$ cat config.mk
export PLATFORM = sky130hd
export DESIGN_NAME = instr_encoder
export DESIGN_NICKNAME = d
export VERILOG_FILES = /design/src/rtl/isa_pkg.sv /design/src/rtl/instr_field_pack.sv /design/src/rtl/instr_encoder.sv
export SDC_FILE = /design/constraint.sdc
export NUM_CORES = 1
export LEC_CHECK = 0
export BUFFER_PORTS_ARGS = -buffer_cell sky130_fd_sc_hd__buf_2
export CAP_MARGIN = 20
export CORE_MARGIN = 4
export CORE_UTILIZATION = 43
export DETAILED_ROUTE_END_ITERATION = 10
export PLACE_DENSITY = 0.7
export SYNTH_ARGS = -nofsm -noshare
export SYNTH_HDL_FRONTEND = slang
export SYNTH_SLANG_ARGS = --single-unit
$ cat constraint.sdc
create_clock -name clk -period 2.7 [get_ports clk]
set_input_delay 0 -clock clk [delete_from_list [all_inputs] [get_ports clk]]
set_output_delay 0 -clock clk [all_outputs]
set_load 0.02 [all_outputs]
$ cat src/rtl/isa_pkg.sv
// Shared ISA definitions: opcode map, instruction field positions and opcode classification.
package isa_pkg;

  localparam int unsigned OPC_W  = 6;
  localparam int unsigned REG_W  = 5;
  localparam int unsigned IMM_W  = 16;
  localparam int unsigned WORD_W = 32;

  localparam int unsigned OPC_LO  = 26;
  localparam int unsigned DEST_LO = 21;
  localparam int unsigned SRC1_LO = 16;
  localparam int unsigned SRC2_LO = 11;
  localparam int unsigned IMM_LO  = 0;

  localparam logic [OPC_W-1:0] OP_NOP  = 6'b000000;
  localparam logic [OPC_W-1:0] OP_ADD  = 6'b000001;
  localparam logic [OPC_W-1:0] OP_SUB  = 6'b000011;
  localparam logic [OPC_W-1:0] OP_AND  = 6'b000101;
  localparam logic [OPC_W-1:0] OP_OR   = 6'b000110;
  localparam logic [OPC_W-1:0] OP_NOR  = 6'b000111;
  localparam logic [OPC_W-1:0] OP_XOR  = 6'b001000;
  localparam logic [OPC_W-1:0] OP_SLA  = 6'b001001;
  localparam logic [OPC_W-1:0] OP_SLL  = 6'b001010;
  localparam logic [OPC_W-1:0] OP_SRA  = 6'b001011;
  localparam logic [OPC_W-1:0] OP_SRL  = 6'b001100;
  localparam logic [OPC_W-1:0] OP_ADDI = 6'b100000;
  localparam logic [OPC_W-1:0] OP_SUBI = 6'b100001;
  localparam logic [OPC_W-1:0] OP_LD   = 6'b100100;
  localparam logic [OPC_W-1:0] OP_ST   = 6'b100101;
  localparam logic [OPC_W-1:0] OP_BEZ  = 6'b101000;
  localparam logic [OPC_W-1:0] OP_BNE  = 6'b101001;
  localparam logic [OPC_W-1:0] OP_JMP  = 6'b101010;
  localparam logic [OPC_W-1:0] OP_SWP  = 6'b111111;

  typedef enum logic [1:0] {
    PAD_NONE = 2'd0,
    PAD_BR   = 2'd1,
    PAD_SWP  = 2'd2
  } pad_kind_t;

  function automatic logic is_rtype(input logic [OPC_W-1:0] op);
    case (op)
      OP_ADD, OP_SUB, OP_AND, OP_OR, OP_NOR,
      OP_XOR, OP_SLA, OP_SLL, OP_SRA, OP_SRL: is_rtype = 1'b1;
      default:                                is_rtype = 1'b0;
    endcase
  endfunction

  function automatic logic is_itype(input logic [OPC_W-1:0] op);
    case (op)
      OP_ADDI, OP_SUBI, OP_LD, OP_ST,
      OP_BEZ, OP_BNE, OP_JMP: is_itype = 1'b1;
      default:                is_itype = 1'b0;
    endcase
  endfunction

  function automatic logic is_branch(input logic [OPC_W-1:0] op);
    is_branch = (op == OP_BEZ) || (op == OP_BNE) || (op == OP_JMP);
  endfunction

endpackage

$ cat src/rtl/instr_field_pack.sv
// Combinational packer: opcode plus decoded fields to a 32-bit word, legality and pad class.
module instr_field_pack
  import isa_pkg::*;
(
  input  logic [OPC_W-1:0]  opcode,
  input  logic [REG_W-1:0]  dest,
  input  logic [REG_W-1:0]  src1,
  input  logic [REG_W-1:0]  src2,
  input  logic [IMM_W-1:0]  imm,
  output logic              legal_c,
  output logic [WORD_W-1:0] word_c,
  output pad_kind_t         pad_kind_c
);

  always_comb begin
    legal_c    = 1'b1;
    word_c     = '0;
    pad_kind_c = PAD_NONE;
    word_c[OPC_LO +: OPC_W] = opcode;
    if (is_rtype(opcode)) begin
      word_c[DEST_LO +: REG_W] = dest;
      word_c[SRC1_LO +: REG_W] = src1;
      word_c[SRC2_LO +: REG_W] = src2;
    end else if (is_itype(opcode)) begin
      // stores and compare-branches have no destination; src2 rides in the dest slot
      if (opcode == OP_ST || opcode == OP_BNE) begin
        word_c[DEST_LO +: REG_W] = src2;
      end else begin
        word_c[DEST_LO +: REG_W] = dest;
      end
      word_c[SRC1_LO +: REG_W] = src1;
      word_c[IMM_LO +: IMM_W]  = imm;
      if (is_branch(opcode)) begin
        pad_kind_c = PAD_BR;
      end
    end else if (opcode == OP_SWP) begin
      pad_kind_c = PAD_SWP;
    end else if (opcode != OP_NOP) begin
      legal_c = 1'b0;
      word_c  = '0;
    end
  end

endmodule

$ cat src/rtl/instr_encoder.sv
// Instruction encoder: valid/ready field bundles in, encoded words out, with NOP padding
// after branches and SWP so dependent instructions never reach decode early.
module instr_encoder
  import isa_pkg::*;
#(
  parameter int unsigned BR_PAD  = 1,
  parameter int unsigned SWP_PAD = 1,
  parameter int unsigned CNT_W   = 16
) (
  input  logic              clk,
  input  logic              rst,
  input  logic              in_valid,
  output logic              in_ready,
  input  logic [OPC_W-1:0]  in_opcode,
  input  logic [REG_W-1:0]  in_dest,
  input  logic [REG_W-1:0]  in_src1,
  input  logic [REG_W-1:0]  in_src2,
  input  logic [IMM_W-1:0]  in_imm,
  output logic              out_valid,
  input  logic              out_ready,
  output logic [WORD_W-1:0] out_word,
  output logic              err_illegal,
  output logic [CNT_W-1:0]  word_count
);

  localparam int unsigned PAD_W = 3;

  typedef enum logic {IDLE = 1'b0, PAD = 1'b1} state_t;

  state_t             state, state_d;
  logic [PAD_W-1:0]   pad_cnt, pad_cnt_d;
  logic               out_valid_d;
  logic [WORD_W-1:0]  out_word_d;
  logic               err_illegal_d;
  logic [CNT_W-1:0]   word_count_d;

  logic               legal_c;
  logic [WORD_W-1:0]  word_c;
  pad_kind_t          pad_kind_c;
  logic               out_free;
  logic               accept;

  instr_field_pack u_pack (
    .opcode     (in_opcode),
    .dest       (in_dest),
    .src1       (in_src1),
    .src2       (in_src2),
    .imm        (in_imm),
    .legal_c    (legal_c),
    .word_c     (word_c),
    .pad_kind_c (pad_kind_c)
  );

  assign out_free = !out_valid || out_ready;
  assign in_ready = !rst && (state == IDLE) && out_free;
  assign accept   = in_valid && in_ready;

  // Next-state, output register and counter update
  always_comb begin
    state_d       = state;
    pad_cnt_d     = pad_cnt;
    out_valid_d   = out_valid && !out_ready;
    out_word_d    = out_word;
    err_illegal_d = 1'b0;
    word_count_d  = word_count + CNT_W'(out_valid && out_ready);
    case (state)
      IDLE: begin
        if (accept) begin
          if (legal_c) begin
            out_valid_d = 1'b1;
            out_word_d  = word_c;
            if (pad_kind_c == PAD_BR && BR_PAD > 0) begin
              state_d   = PAD;
              pad_cnt_d = PAD_W'(BR_PAD);
            end else if (pad_kind_c == PAD_SWP && SWP_PAD > 0) begin
              state_d   = PAD;
              pad_cnt_d = PAD_W'(SWP_PAD);
            end
          end else begin
            err_illegal_d = 1'b1;
          end
        end
      end
      PAD: begin
        if (out_free) begin
          out_valid_d = 1'b1;
          out_word_d  = '0;
          pad_cnt_d   = pad_cnt - PAD_W'(1);
          if (pad_cnt == PAD_W'(1)) begin
            state_d = IDLE;
          end
        end
      end
      default: state_d = IDLE;
    endcase
  end

  always_ff @(posedge clk) begin
    if (rst) begin
      state       <= IDLE;
      pad_cnt     <= '0;
      out_valid   <= 1'b0;
      out_word    <= '0;
      err_illegal <= 1'b0;
      word_count  <= '0;
    end else begin
      state       <= state_d;
      pad_cnt     <= pad_cnt_d;
      out_valid   <= out_valid_d;
      out_word    <= out_word_d;
      err_illegal <= err_illegal_d;
      word_count  <= word_count_d;
    end
  end

endmodule
Word-level counts from Yosys, hierarchy flattened
Memory sizes are Yosys's and may differ from the RTL's.
Index checks and enable logic that the tools add are counted.
{"block": "op_classes", "addsub": 2, "bitwise_logic": 2, "n_reduce_logical": 18, "eq_ne": 15, "n_mux": 41}
{"operator": "32-bit two-way mux", "count": 5}
{"operator": "32-bit one-hot mux with 2 select lines", "count": 1}
{"operator": "6-bit equality test, second input constant", "count": 8}
{"operator": "26-bit two-way mux", "count": 1}
{"operator": "1-bit two-way mux", "count": 18}
{"operator": "16-bit by 1-bit adder with 16-bit output", "count": 1}
{"operator": "15-bit two-way mux", "count": 1}
{"operator": "3-bit two-way mux", "count": 5}
{"operator": "6-bit two-way mux", "count": 2}
{"operator": "11-bit two-way mux", "count": 1}
{"operator": "7-bit OR reduction", "count": 1}
{"operator": "2-bit two-way mux", "count": 3}
{"operator": "3-bit one-hot mux with 2 select lines", "count": 1}
{"operator": "6-bit nonzero test", "count": 1}
{"operator": "1-bit logical AND", "count": 5}
{"operator": "5-bit two-way mux", "count": 1}
{"operator": "1-bit logical OR", "count": 4}
{"operator": "2-bit != test, second input constant", "count": 2}
{"operator": "1-bit one-hot mux with 2 select lines", "count": 2}
{"operator": "4-bit AND reduction", "count": 1}
{"operator": "3-bit by 1-bit equality test with 1-bit output, second input constant", "count": 1}
{"operator": "1-bit zero test", "count": 3}
{"operator": "3-bit by 1-bit != test with 1-bit output, second input constant", "count": 1}
{"operator": "3-bit AND reduction", "count": 1}
{"operator": "7 further kinds", "count": 8}
{"block": "word_totals", "out_inout_bits": 51, "wordCells": 85, "in_bits": 41, "rom_bits": 16, "memories": 1, "reg_bits": 54}
{"name": "(no name shown)", "words": 16, "width": 1, "read_ports": 1, "rd_clocked_by_memory_dff": 0, "wr": 0, "line": "isa_pkg.sv:42", "text": "case (op)"}

Logic depth before layout (Yosys ltp)
Gate-level depths: netlist of the first run.
{"block": "logic_depth", "ltp_word": 12, "ltp_mapped": 9, "mapped_depth_nobuf": 7}

Cells and area by module
A second synthesis of the first run with hierarchy kept.
{"block": "hier_totals", "hier_cells": 273, "hier_area_um2": 2651.3}
{"module": "instr_encoder", "cells_per_inst": 194, "n_inst": 1, "seq_area_each_um2": 1081.0, "area_per_inst_um2": 2054.5}
{"module": "instr_field_pack", "cells_per_inst": 79, "n_inst": 1, "seq_area_each_um2": 0.0, "area_per_inst_um2": 596.8}

Worst setup path after synthesis of the first run
No wires, ideal clock.
{"block": "synth_timing", "path_type": "register to register", "start": "register out_valid", "end": "register word_count[14]", "setup_time_ns": 0.128, "path_slack_ns": 1.017, "n_path_buf": 1, "stages_incl_launch_ff": 9, "arrival_ns": 1.555, "synth_period_minus_slack_ns": 1.683, "required_ns": 2.572, "path_cell_list": "dfxtp_1 > and2_1 > ha_1 > ha_1 > and3_1 > clkbuf_1 > nand4_1 > xor2_1 > nor2_1"}
{"block": "synth_via", "elab_chain_cells": 2}
{"element": "from (decl)", "line": "instr_encoder.sv:19", "text": "output logic out_valid,"}
{"element": "from (signal assigned)", "line": "instr_encoder.sv:109", "text": "out_valid <= out_valid_d;"}
{"element": "1-bit logical AND", "line": "instr_encoder.sv:65", "text": "word_count_d = word_count + CNT_W'(out_valid && out_ready);"}
{"element": "16-bit by 1-bit adder with 16-bit output", "line": "instr_encoder.sv:65"}
{"element": "to (signal assigned)", "line": "instr_encoder.sv:112", "text": "word_count <= word_count_d;"}
{"element": "to (decl)", "line": "instr_encoder.sv:23", "text": "output logic [CNT_W-1:0] word_count"}
No other way between the ends.
A chain may end at the register's enable or synchronous reset.

Worst setup path after layout of the first run
{"block": "layout_timing", "start": "register state", "end": "register out_word[2]"}
{"block": "layout_via", "elab_chain_cells": 6, "word_cells_on_any_way": 9, "cone_classes": "eq/ne: 3; mux: 1; bitwise: 1; reduce/logical: 4"}
{"element": "from (decl)", "line": "instr_encoder.sv:30", "text": "state_t state, state_d;"}
{"element": "from (signal assigned)", "line": "instr_encoder.sv:107", "text": "state <= state_d;"}
{"element": "1-bit NOT"}
{"element": "1-bit logical AND (2 in series)", "line": "instr_encoder.sv:55", "text": "assign in_ready = !rst && (state == IDLE) && out_free;"}
{"element": "1-bit logical AND", "line": "instr_encoder.sv:56", "text": "assign accept = in_valid && in_ready;"}
{"element": "2-bit != test (no line)"}
{"element": "3-bit AND reduction (no line)"}
{"element": "to (signal assigned)", "line": "instr_encoder.sv:110", "text": "out_word <= out_word_d;"}
{"element": "to (decl)", "line": "instr_encoder.sv:21", "text": "output logic [WORD_W-1:0] out_word,"}
Several ways; a longest one is shown, not always the timed one.

==> results of run 1 <==
-- worst max-delay path, cell delays in order (launching register included) --
cell and delay (ns):
sky130_fd_sc_hd__dfxtp_1 0.39, sky130_fd_sc_hd__nor2_1 0.30, sky130_fd_sc_hd__nand3_1 0.20, sky130_fd_sc_hd__a41o_1 0.38, sky130_fd_sc_hd__buf_4 0.30, sky130_fd_sc_hd__and4_1 0.23
sky130_fd_sc_hd__a41o_1 0.20
-- cell usage after synthesis, types with 2 or more instances --
master                      instances  area share
sky130_fd_sc_hd__nor2_1            24       0.033
sky130_fd_sc_hd__nand4_1            4      0.0091
sky130_fd_sc_hd__buf_4              3      0.0082
sky130_fd_sc_hd__o21ai_0           11       0.020
sky130_fd_sc_hd__clkbuf_1          10       0.014
sky130_fd_sc_hd__a211o_1            3      0.0096
sky130_fd_sc_hd__o22ai_1            2      0.0046
sky130_fd_sc_hd__inv_1             10       0.014
sky130_fd_sc_hd__buf_1              2      0.0027
sky130_fd_sc_hd__and3_1             5       0.011
sky130_fd_sc_hd__nand3_1           16       0.029
sky130_fd_sc_hd__o2111ai_1          6       0.019
sky130_fd_sc_hd__xor2_1            11       0.035
sky130_fd_sc_hd__o211ai_1           3      0.0082
sky130_fd_sc_hd__nand2_1           21       0.029
sky130_fd_sc_hd__mux2i_1           10       0.036
sky130_fd_sc_hd__nor3_1             4      0.0073
sky130_fd_sc_hd__xnor2_1            4       0.013
sky130_fd_sc_hd__a21oi_1           15       0.027
sky130_fd_sc_hd__and4_1             5       0.016
sky130_fd_sc_hd__dfxtp_1           54        0.39
sky130_fd_sc_hd__nor2b_1            3      0.0068
sky130_fd_sc_hd__buf_6              3       0.012
sky130_fd_sc_hd__buf_2              9       0.016
sky130_fd_sc_hd__a22o_1             5       0.016
sky130_fd_sc_hd__nand2b_1           5       0.011
sky130_fd_sc_hd__and2_1             3      0.0068
sky130_fd_sc_hd__a41o_1            20       0.073
sky130_fd_sc_hd__ha_1               6       0.027
sky130_fd_sc_hd__a211oi_1          10       0.027
-- per-stage QoR --
| stage | hold WS [ns] | power, W | area (um2) |
|---|---|---|---|
| 2_1_floorplan | 0.126 | 0.000954 | 2750 |
| 3_3_place_gp | 0.221 | 0.00101 | 3190 |
| 3_5_place_dp | 0.212 | 0.00101 | 3190 |
| 4_1_cts | 0.00758 | 0.00159 | 3400 |
| 5_1_grt | 0.0307 | 0.00164 | 3400 |
| 6_report | 0.0179 | 0.00158 | 3400 |
-- worst paths after layout --
check / from / to / slack [ns] / cells after the start
setup / recovery: state / out_word[2] / 0.60 / 6
hold / removal: in_valid / err_illegal / 0.02 / 3
setup reg to reg: state / out_word[2] / 0.60 / 6
hold reg to reg: out_word[29] / out_word[29] / 0.46 / 2
-- report_power, final --
part           total (W)  leakage, nW  switching (W)  internal, W
clock           0.000572       0.0563       0.000289     0.000283
sequential      0.000812        0.436     0.00000574     0.000806
combinational   0.000193         1.20       0.000118    0.0000754
-- final cells by class --
class,count,share of cell area
inverter,10,0.0110
multi-input combinational,212,0.435
clock buffer,5,0.0202
clock inverter,3,0.0143
sequential,54,0.318
timing repair buffer,106,0.174
tap,75,0.0276
-- registers in the layout, indices dropped and copies added (netlist names) --
name,cells
out_word,32
state,1
out_valid,1
word_count,16
err_illegal,1
pad_cnt,3
-- layer usage --
| metal | wire length (um) | track usage | part of all wire |
|---|---|---|---|
| met5 | 0 | 0 | 0 |
| met4 | 57 | 0.0335 | 0.0083 |
| met3 | 500 | 0.0386 | 0.073 |
| met2 | 3060 | 0.277 | 0.44 |
| met1 | 3280 | 0.253 | 0.48 |
-- cell families after synthesis --
| kind of cell | count (synthesis) |
|---|---|
| xor+xnor | 15 |
| simple gates | 97 |
| fa+ha+maj | 6 |
| buf+inv | 37 |
| mux | 10 |
| flops | 54 |
| compound gates | 84 |
==> out/metrics.csv, run 1 <==
metric,value,unit
result of the run,finished clean,
"Data arrival, critical path",2.31,ns
Max rail drop VDD,0.346,mV
core box area,6060,um2
GR Util All Layers,0.177,
Sequential Area,1080,um2
clock edge transition at the registers on the reported setup and hold paths,0.11,ns
global-route wire length before repair,11.1,mm
number of enable flip-flop cells after synthesis,0,
clock tree buffer depth,2,
Resized Gates After CTS,0,
final worst path period need,2.10,ns
CP required,2.92,ns
most frequent cells in the layout,"sky130_fd_sc_hd__buf_2 (91), sky130_fd_sc_hd__dfxtp_1 (54), sky130_fd_sc_hd__nor2_1 (24)",
xor/xnor cell area share of the yosys netlist,0.0478,
standard-cell row count,28,
Post-DP HPWL,4.90,mm
"Worst Path Class, Setup",reg -> reg,
number of ports placed on the die boundary,92,
Die Width,87.9,um
Area growth syn-to-layout,24.0,%
Initial Util,0.453,
simple-gate portion of the synthesized area,0.187,
Final Max Slew Viols,0,
vias in the first global route,2302,
insertion delay of the later-clocked pin in the worst-skew pair,0.31,ns
netlist area before placement,2750,um2
Routed WL,6.90,mm
count of unique library cells instantiated by Yosys,46,
final setup skew,0.00488,ns
utilization after layout,0.562,
NumNets Final,436,
vertical die dimension,87.9,um
largest net degree at the start of global routing,36,
fraction of registers with async set/reset,0,
Non-Filler Instances,465,
Root Driver,sky130_fd_sc_hd__clkbuf_8,
Compound-Gate Fraction of Synth Area,0.241,
total of fill cells in the finished design,551,
post-route DRC violation count,0,
count of input and output buffers,91,
grt ovf,0,
total power density per cell area,463,nW/um2
number of setup buffers added after CTS,0,
classification of the worst-slack hold path,in -> reg,
ratio of cells with drive above 1 in the final layout,0.290,
sequential area share after synthesis,0.394,
Max Cap Viol,0,
via-per-instance ratio,5.55,
"leading cell type in the layout, fill and taps excluded",sky130_fd_sc_hd__buf_2,
adder-cell share of the synthesized area,0.0273,
Main synth FF type,sky130_fd_sc_hd__dfxtp_1,
area enclosed by the die boundary,7730,um2
Max H-tree Level,2,
maximum operating frequency,0.477,GHz
TritonCTS Sinks,54,
Worst Setup Start Kind,register,
clock tree from TritonCTS,yes,
post-route setup TNS,0,ns
combined area of the multi-input logic cells,1480,um2
via count,2581,
antenna violations before repair,0,
post-route worst setup slack,0.605,ns
Post-Place Setup Slack,0.690,ns
setup repair after global routing missed its margin,no,
relative slew slack,0.392,
worst slew pin tran,0.911,ns
number of nets produced by synthesis,350,
routed length per placed instance,14.8,um
number of storage elements in the synthesis netlist,54,
endpoints failing setup,0,
gpl congestion,0.866,
Avg Synthesized Cell Area,9.06,um2
Fin. Hold Viols,0,
cell count after synthesis,303,
highest fanout seen on the critical path,35,
number of antenna cells inserted,0,
largest family of logic cells by synthesized area,compound AO/OA/AOI/OAI gates,
ratio of final minimum period to clock period,0.776,
cts-stage hold buffer count,10,
Antenna Violating Nets Remaining,0,
number of buffers created by CTS,5,
category of the worst setup path capture point,register,
router iterations before antenna repair,5,
standby leakage power,1.70,nW
number of synthesis warnings,0,
Post-Place Cells,447,
share of synthesized area spent on multiplexers,0.0364,
number of design-rule violations left by the first detailed-router iteration,242,
Power figures use the tool's default switching activity.
==> inputs of run 2 (changes only) <==
Settings changed: PLACE_DENSITY 0.7 to 0.73.
Clock period 2.7 ns to 1.9 ns, I/O delays scaled along.
==> run 2 against run 1 <==
Net effect:
- die area unchanged
- worst setup slack got worse by 0.37 ns
- global-route usage increased by 0.81 points
- routed wire length grew 2.2%
- sequential share of layout area down 0.88 points
- clock skew up 0.0035 ns
- hold slack worse by 0.0067 ns
- highest routed layer unchanged
==> out/metrics.csv, run 2 (synthesis results as in run 1) <==
metric,value,unit
Post-DP HPWL,5.00,mm
number of antenna cells inserted,0,
"Worst Path Class, Setup",reg -> reg,
via-per-instance ratio,5.48,
area enclosed by the die boundary,7730,um2
highest fanout seen on the critical path,43,
number of buffers created by CTS,5,
vias in the first global route,2467,
largest register by flop count,out_word,
cell breakdown of the critical path,nor2_1 > nand3_1 > a41o_1 > buf_12 > nor4_4 > a22o_1,
R2R Path Start,state,
via count,2592,
standard-cell row count,28,
clock tree buffer depth,2,
Root Driver,sky130_fd_sc_hd__clkbuf_8,
Area growth syn-to-layout,27.5,%
"leading cell type in the layout, fill and taps excluded",sky130_fd_sc_hd__buf_2,
clock tree from TritonCTS,yes,
number of design-rule violations left by the first detailed-router iteration,101,
gpl congestion,0.817,
Worst R2R Setup Slack,0.23,ns
setup repair after global routing missed its margin,no,
total power density per cell area,682,nW/um2
relative slew slack,0.466,
final worst path period need,1.67,ns
endpoints failing setup,0,
antenna violations before repair,0,
Hold Path Depth,3,
Die Width,87.9,um
result of the run,finished clean,
ratio of final minimum period to clock period,0.878,
maximum single-stage delay on the critical path,0.34,ns
flip-flop count of the largest register after layout,32,
final setup skew,0.00841,ns
vertical die dimension,87.9,um
classification of the worst-slack hold path,in -> reg,
Resized Gates After CTS,0,
grt ovf,0,
largest net degree at the start of global routing,44,
routed length per placed instance,14.9,um
"Data arrival, critical path",1.91,ns
most frequent cells in the layout,"sky130_fd_sc_hd__buf_2 (91), sky130_fd_sc_hd__dfxtp_1 (54), sky130_fd_sc_hd__nor2_1 (24)",
Max Cap Viol,0,
reg2reg end,out_word[18],
total of fill cells in the finished design,551,
NumNets Final,444,
Worst Setup Start Kind,register,
startpoint of the lowest-slack hold path,in_valid,
Antenna Violating Nets Remaining,0,
Routed WL,7.05,mm
count of input and output buffers,91,
clock edge transition at the registers on the reported setup and hold paths,0.09,ns
post-route setup TNS,0,ns
GR Util All Layers,0.185,
Worst Path Buf+Inv,1,
global-route wire length before repair,11.6,mm
Pwr Total,0.00239,W
Max H-tree Level,2,
maximum operating frequency,0.600,GHz
gate family responsible for the most delay along the worst path,simple AND/OR/NAND/NOR gates,
Final Max Slew Viols,0,
destination of the worst hold path,err_illegal,
number of ports placed on the die boundary,92,
number of setup buffers added after CTS,0,
category of the worst setup path capture point,register,
registers with the highest flip-flop counts,"out_word: 32 flops, word_count: 16 flops, pad_cnt: 3 flops",
TritonCTS Sinks,54,
router iterations before antenna repair,4,
R2R depth,6,
Fin. Hold Viols,0,
ratio of cells with drive above 1 in the final layout,0.304,
highest-delay cell along the critical path,sky130_fd_sc_hd__nor4_4,
standby leakage power,1.76,nW
insertion delay of the later-clocked pin in the worst-skew pair,0.31,ns
core box area,6060,um2
Max rail drop VDD,0.611,mV
CP required,2.15,ns
Initial Util,0.453,
post-route DRC violation count,0,
worst slew pin tran,0.800,ns
[run 2: cell types whose count changed in the layout (fill, tap and decap cells not counted), sizes merged]
cell	change
buf	+8
bufinv	+1
clkbuf	+1
clkinvlp	-1
inv	-1
[run 2: how the worst max path moves through the flow]
stage	end	cells past startpoint	startpoint
after floorplan	word_count[14]	8	out_valid
after global placement	out_word[23]	6	in_opcode[1]
after detailed placement	out_word[23]	6	in_opcode[1]
after CTS	out_word[18]	6	state
after global routing	out_word[18]	6	state
final	out_word[18]	6	state
[run 2: cell type report]
class	count	area, um2	area share
Inverter	10	37.5	0.0107
Timing Repair Buffer	114	666	0.190
Clock buffer	6	82.6	0.0236
Multi-Input combinational cell	212	1480	0.423
Tap cell	75	93.8	0.0268
Clock inverter	2	60.1	0.0171
Sequential cell	54	1080	0.309
[run 2: tightest hold or removal path: stages]
cell and delay (ns):
sky130_fd_sc_hd__buf_2 0.10, sky130_fd_sc_hd__nand3_1 0.11, sky130_fd_sc_hd__nor2_1 0.06
[run 2: routing by layer]
metal,global-route usage,wire length [um],vias to the layer above
li1,-,-,1312
met1,0.244,3320,1182
met2,0.300,3120,92
met3,0.0508,557,6
met4,0.0488,59,0
met5,0,0,-
[run 2: stage by stage]
| stage | hold slack (ns) | area, um2 | std cells | util | worst slack, ns |
|---|---|---|---|---|---|
| finish | 0.0111 | 3500 | 473 | 0.578 | 0.232 |
| global route | 0.0306 | 3500 | 473 | 0.578 | 0.122 |
| CTS | 0.00920 | 3500 | 473 | 0.578 | 0.243 |
| detailed placement | 0.218 | 3260 | 455 | 0.538 | 0.105 |
| global placement | 0.220 | 3260 | 455 | 0.538 | 0.109 |
| floorplan | 0.126 | 2750 | 303 | - | 0.217 |
[run 2: report_power, final]
part / leakage, nW / total (W) / internal, W / switching, W
combinational: 1.25 / 0.000289 / 0.000118 / 0.000171
clock: 0.0714 / 0.000946 / 0.000562 / 0.000383
sequential: 0.436 / 0.00115 / 0.00115 / 0.00000743
total: 1.76 / 0.00239 / 0.00183 / 0.000562
[run 2: repair_timing]
action                                  CTS  global route
hold endpoints to repair                 10             0
hold buffers                             10             0
endpoints found under the setup margin    0             0
==> inputs of run 3 (changes only) <==
Settings changed: ABC_AREA from default to 1, PLACE_DENSITY 0.73 to 0.72.
==> run 3 against run 2 <==
Net effect:
- sequential power barely moved
- combinational power fell by 4%
- flip-flop and latch count did not move
- largest cell class unchanged
- largest power group unchanged
==> out/metrics.csv, run 3 <==
metric,value,unit
sequential area share after synthesis,0.386,
core box area,6350,um2
CP required,2.08,ns
Worst R2R Setup Slack,0.18,ns
Max Cap Viol,0,
post-synth top area cell,sky130_fd_sc_hd__dfxtp_1,
area enclosed by the die boundary,7870,um2
ratio of final minimum period to clock period,0.908,
total power density per cell area,589,nW/um2
fraction of registers with async set/reset,0,
Die Width,88.7,um
vias in the first global route,2544,
Non-Filler Instances,569,
Antenna Violating Nets Remaining,0,
Avg Synthesized Cell Area,7.04,um2
post-layout instance area,3500,um2
post-route worst setup slack,0.175,ns
standby leakage power,1.66,nW
clock tree from TritonCTS,yes,
Post-Place Cells,556,
number of ports placed on the die boundary,92,
category of the worst setup path capture point,register,
top cells by instance count after synthesis,"sky130_fd_sc_hd__nand2_1 (85), sky130_fd_sc_hd__dfxtp_1 (54), sky130_fd_sc_hd__nor2_1 (52)",
post-route DRC violation count,0,
Max rail drop VDD,0.303,mV
Root Driver,sky130_fd_sc_hd__clkbuf_8,
number of enable flip-flop cells after synthesis,0,
global-route wire length before repair,11.2,mm
highest fanout seen on the critical path,5,
via count,2798,
largest net degree at the start of global routing,41,
relative slew slack,0.724,
cell with the most instances after synthesis,sky130_fd_sc_hd__nand2_1,
Main synth FF type,sky130_fd_sc_hd__dfxtp_1,
worst-case hold slack,0.0184,ns
number of buffers created by CTS,5,
ratio of cells with drive above 1 in the final layout,0.315,
maximum operating frequency,0.580,GHz
Max H-tree Level,2,
GR Util All Layers,0.177,
routed length per placed instance,12.5,um
registers with the highest flip-flop counts,"out_word: 32 flops, word_count: 16 flops, pad_cnt: 3 flops",
number of storage elements in the synthesis netlist,54,
number of antenna cells inserted,0,
grt ovf,0,
standard-cell row count,29,
cell count after synthesis,398,
endpoints failing setup,0,
"Data arrival, critical path",1.91,ns
number of synthesis warnings,0,
antenna violations before repair,0,
final setup skew,0.00577,ns
worst slew pin tran,0.414,ns
classification of the worst-slack hold path,in -> reg,
"leading cell type in the layout, fill and taps excluded",sky130_fd_sc_hd__buf_2,
Area growth syn-to-layout,24.8,%
post-synth top area share,0.386,
Worst Setup Start Kind,register,
"Worst Path Class, Setup",reg -> reg,
Placed Instance Area,3310,um2
flip-flop count of the largest register after layout,32,
post-route setup TNS,0,ns
final worst path period need,1.72,ns
router iterations before antenna repair,4,
cell types with the largest area share after synthesis,"sky130_fd_sc_hd__dfxtp_1 (39%), sky130_fd_sc_hd__nand2_1 (11%), sky130_fd_sc_hd__a21oi_1 (7.3%), sky130_fd_sc_hd__nor2_1 (7.0%), sky130_fd_sc_hd__nand3_2 (5.7%)",
Fin. Hold Viols,0,
gpl congestion,0.859,
Post-Place Setup Slack,0.0252,ns
result of the run,finished clean,
TritonCTS Sinks,54,
netlist area before placement,2800,um2
insertion delay of the later-clocked pin in the worst-skew pair,0.30,ns
via-per-instance ratio,4.92,
NumNets Final,539,
largest register by flop count,out_word,
clock edge transition at the registers on the reported setup and hold paths,0.10,ns
count of input and output buffers,91,
vertical die dimension,88.7,um
clock tree buffer depth,2,
Post-DP HPWL,5.28,mm
Routed WL,7.12,mm
count of unique library cells instantiated by Yosys,34,
Final Max Slew Viols,0,
number of nets produced by synthesis,445,
Initial Util,0.441,
number of design-rule violations left by the first detailed-router iteration,110,
most frequent cells in the layout,"sky130_fd_sc_hd__buf_2 (91), sky130_fd_sc_hd__nand2_1 (84), sky130_fd_sc_hd__dfxtp_1 (53)",
-- run 3: cell types whose count changed after synthesis, moves of 16 or more --
cell,previous run,this run
sky130_fd_sc_hd__a41o_1,20,0
sky130_fd_sc_hd__nor2_1,24,52
sky130_fd_sc_hd__nand3_2,0,16
sky130_fd_sc_hd__nand2_1,21,85
sky130_fd_sc_hd__a21oi_1,15,41
sky130_fd_sc_hd__inv_1,10,36
-- run 3: final cells by class --
| class | count | area, um2 |
|---|---|---|
| Tap cell | 77 | 96.3 |
| Clock inverter | 2 | 13.8 |
| Inverter | 45 | 169 |
| Fill cell | 645 | 2850 |
| Sequential cell | 54 | 1080 |
| Timing Repair Buffer | 107 | 588 |
| Clock buffer | 5 | 68.8 |
| Multi-Input combinational cell | 279 | 1480 |
-- run 3: critical path: stages, from the launching register on --
cell,delay (ns)
sky130_fd_sc_hd__dfxtp_2,0.34
sky130_fd_sc_hd__nand2_1,0.05
sky130_fd_sc_hd__inv_1,0.04
sky130_fd_sc_hd__ha_1,0.15
sky130_fd_sc_hd__ha_2,0.18
sky130_fd_sc_hd__nand2_1,0.05
sky130_fd_sc_hd__inv_1,0.08
sky130_fd_sc_hd__nand2_2,0.08
sky130_fd_sc_hd__nor2_4,0.14
sky130_fd_sc_hd__nand3_4,0.10
sky130_fd_sc_hd__nor2_4,0.16
sky130_fd_sc_hd__and3_4,0.18
sky130_fd_sc_hd__nor3_1,0.04
-- run 3: metrics by stage --
| step | utilization | total power (W) |
|---|---|---|
| final | 0.551 | 0.00206 |
| after global routing | 0.551 | 0.00216 |
| after CTS | 0.542 | 0.00209 |
| after detailed placement | 0.522 | 0.00145 |
| after global placement | 0.522 | 0.00145 |
| after floorplan | - | 0.00136 |
-- run 3: metal layers --
metal / share of wire / wire [um] / up-vias / track usage
met4: 0.0095 / 68 / 0 / 0.0467
met1: 0.45 / 3190 / 1244 / 0.230
met2: 0.46 / 3260 / 88 / 0.297
met5: 0 / 0 / - / 0
li1: - / - / 1461 / -
met3: 0.085 / 605 / 5 / 0.0382
-- run 3: cells by family (layout without fill, tap and decap cells) --
logic type	after synthesis	after routing	synth area share
xor gates and xnor gates	3	3	0.00939
AOI/OAI and AO/OA	69	69	0.133
and+or+nand+nor	201	201	0.343
adders and majority gates	6	6	0.0268
DFF	54	54	0.386
buffers and inverters	65	159	0.101
-- run 3: where the power goes --
| part | internal [W] | total (W) | switching [W] |
|---|---|---|---|
| combinational | 0.000105 | 0.000278 | 0.000173 |
| sequential | 0.00115 | 0.00116 | 0.00000841 |
| clock | 0.000256 | 0.000626 | 0.000370 |
-- run 3: timing repair --
item / CTS / global route
hold buffers: 5 / 0
endpoints found under the hold margin: 5 / 0
buffers inserted: 0 / 1
setup endpoints to repair: 0 / 5
resized for setup: 0 / 12
-- run 3: worst paths after layout --
kind | startpoint | depth (start not counted) | to
max | out_valid | 12 | word_count[12]
min | in_imm[3] | 5 | out_word[3]
max reg2reg | out_valid | 12 | word_count[12]
min reg2reg | pad_cnt[1] | 2 | pad_cnt[1]
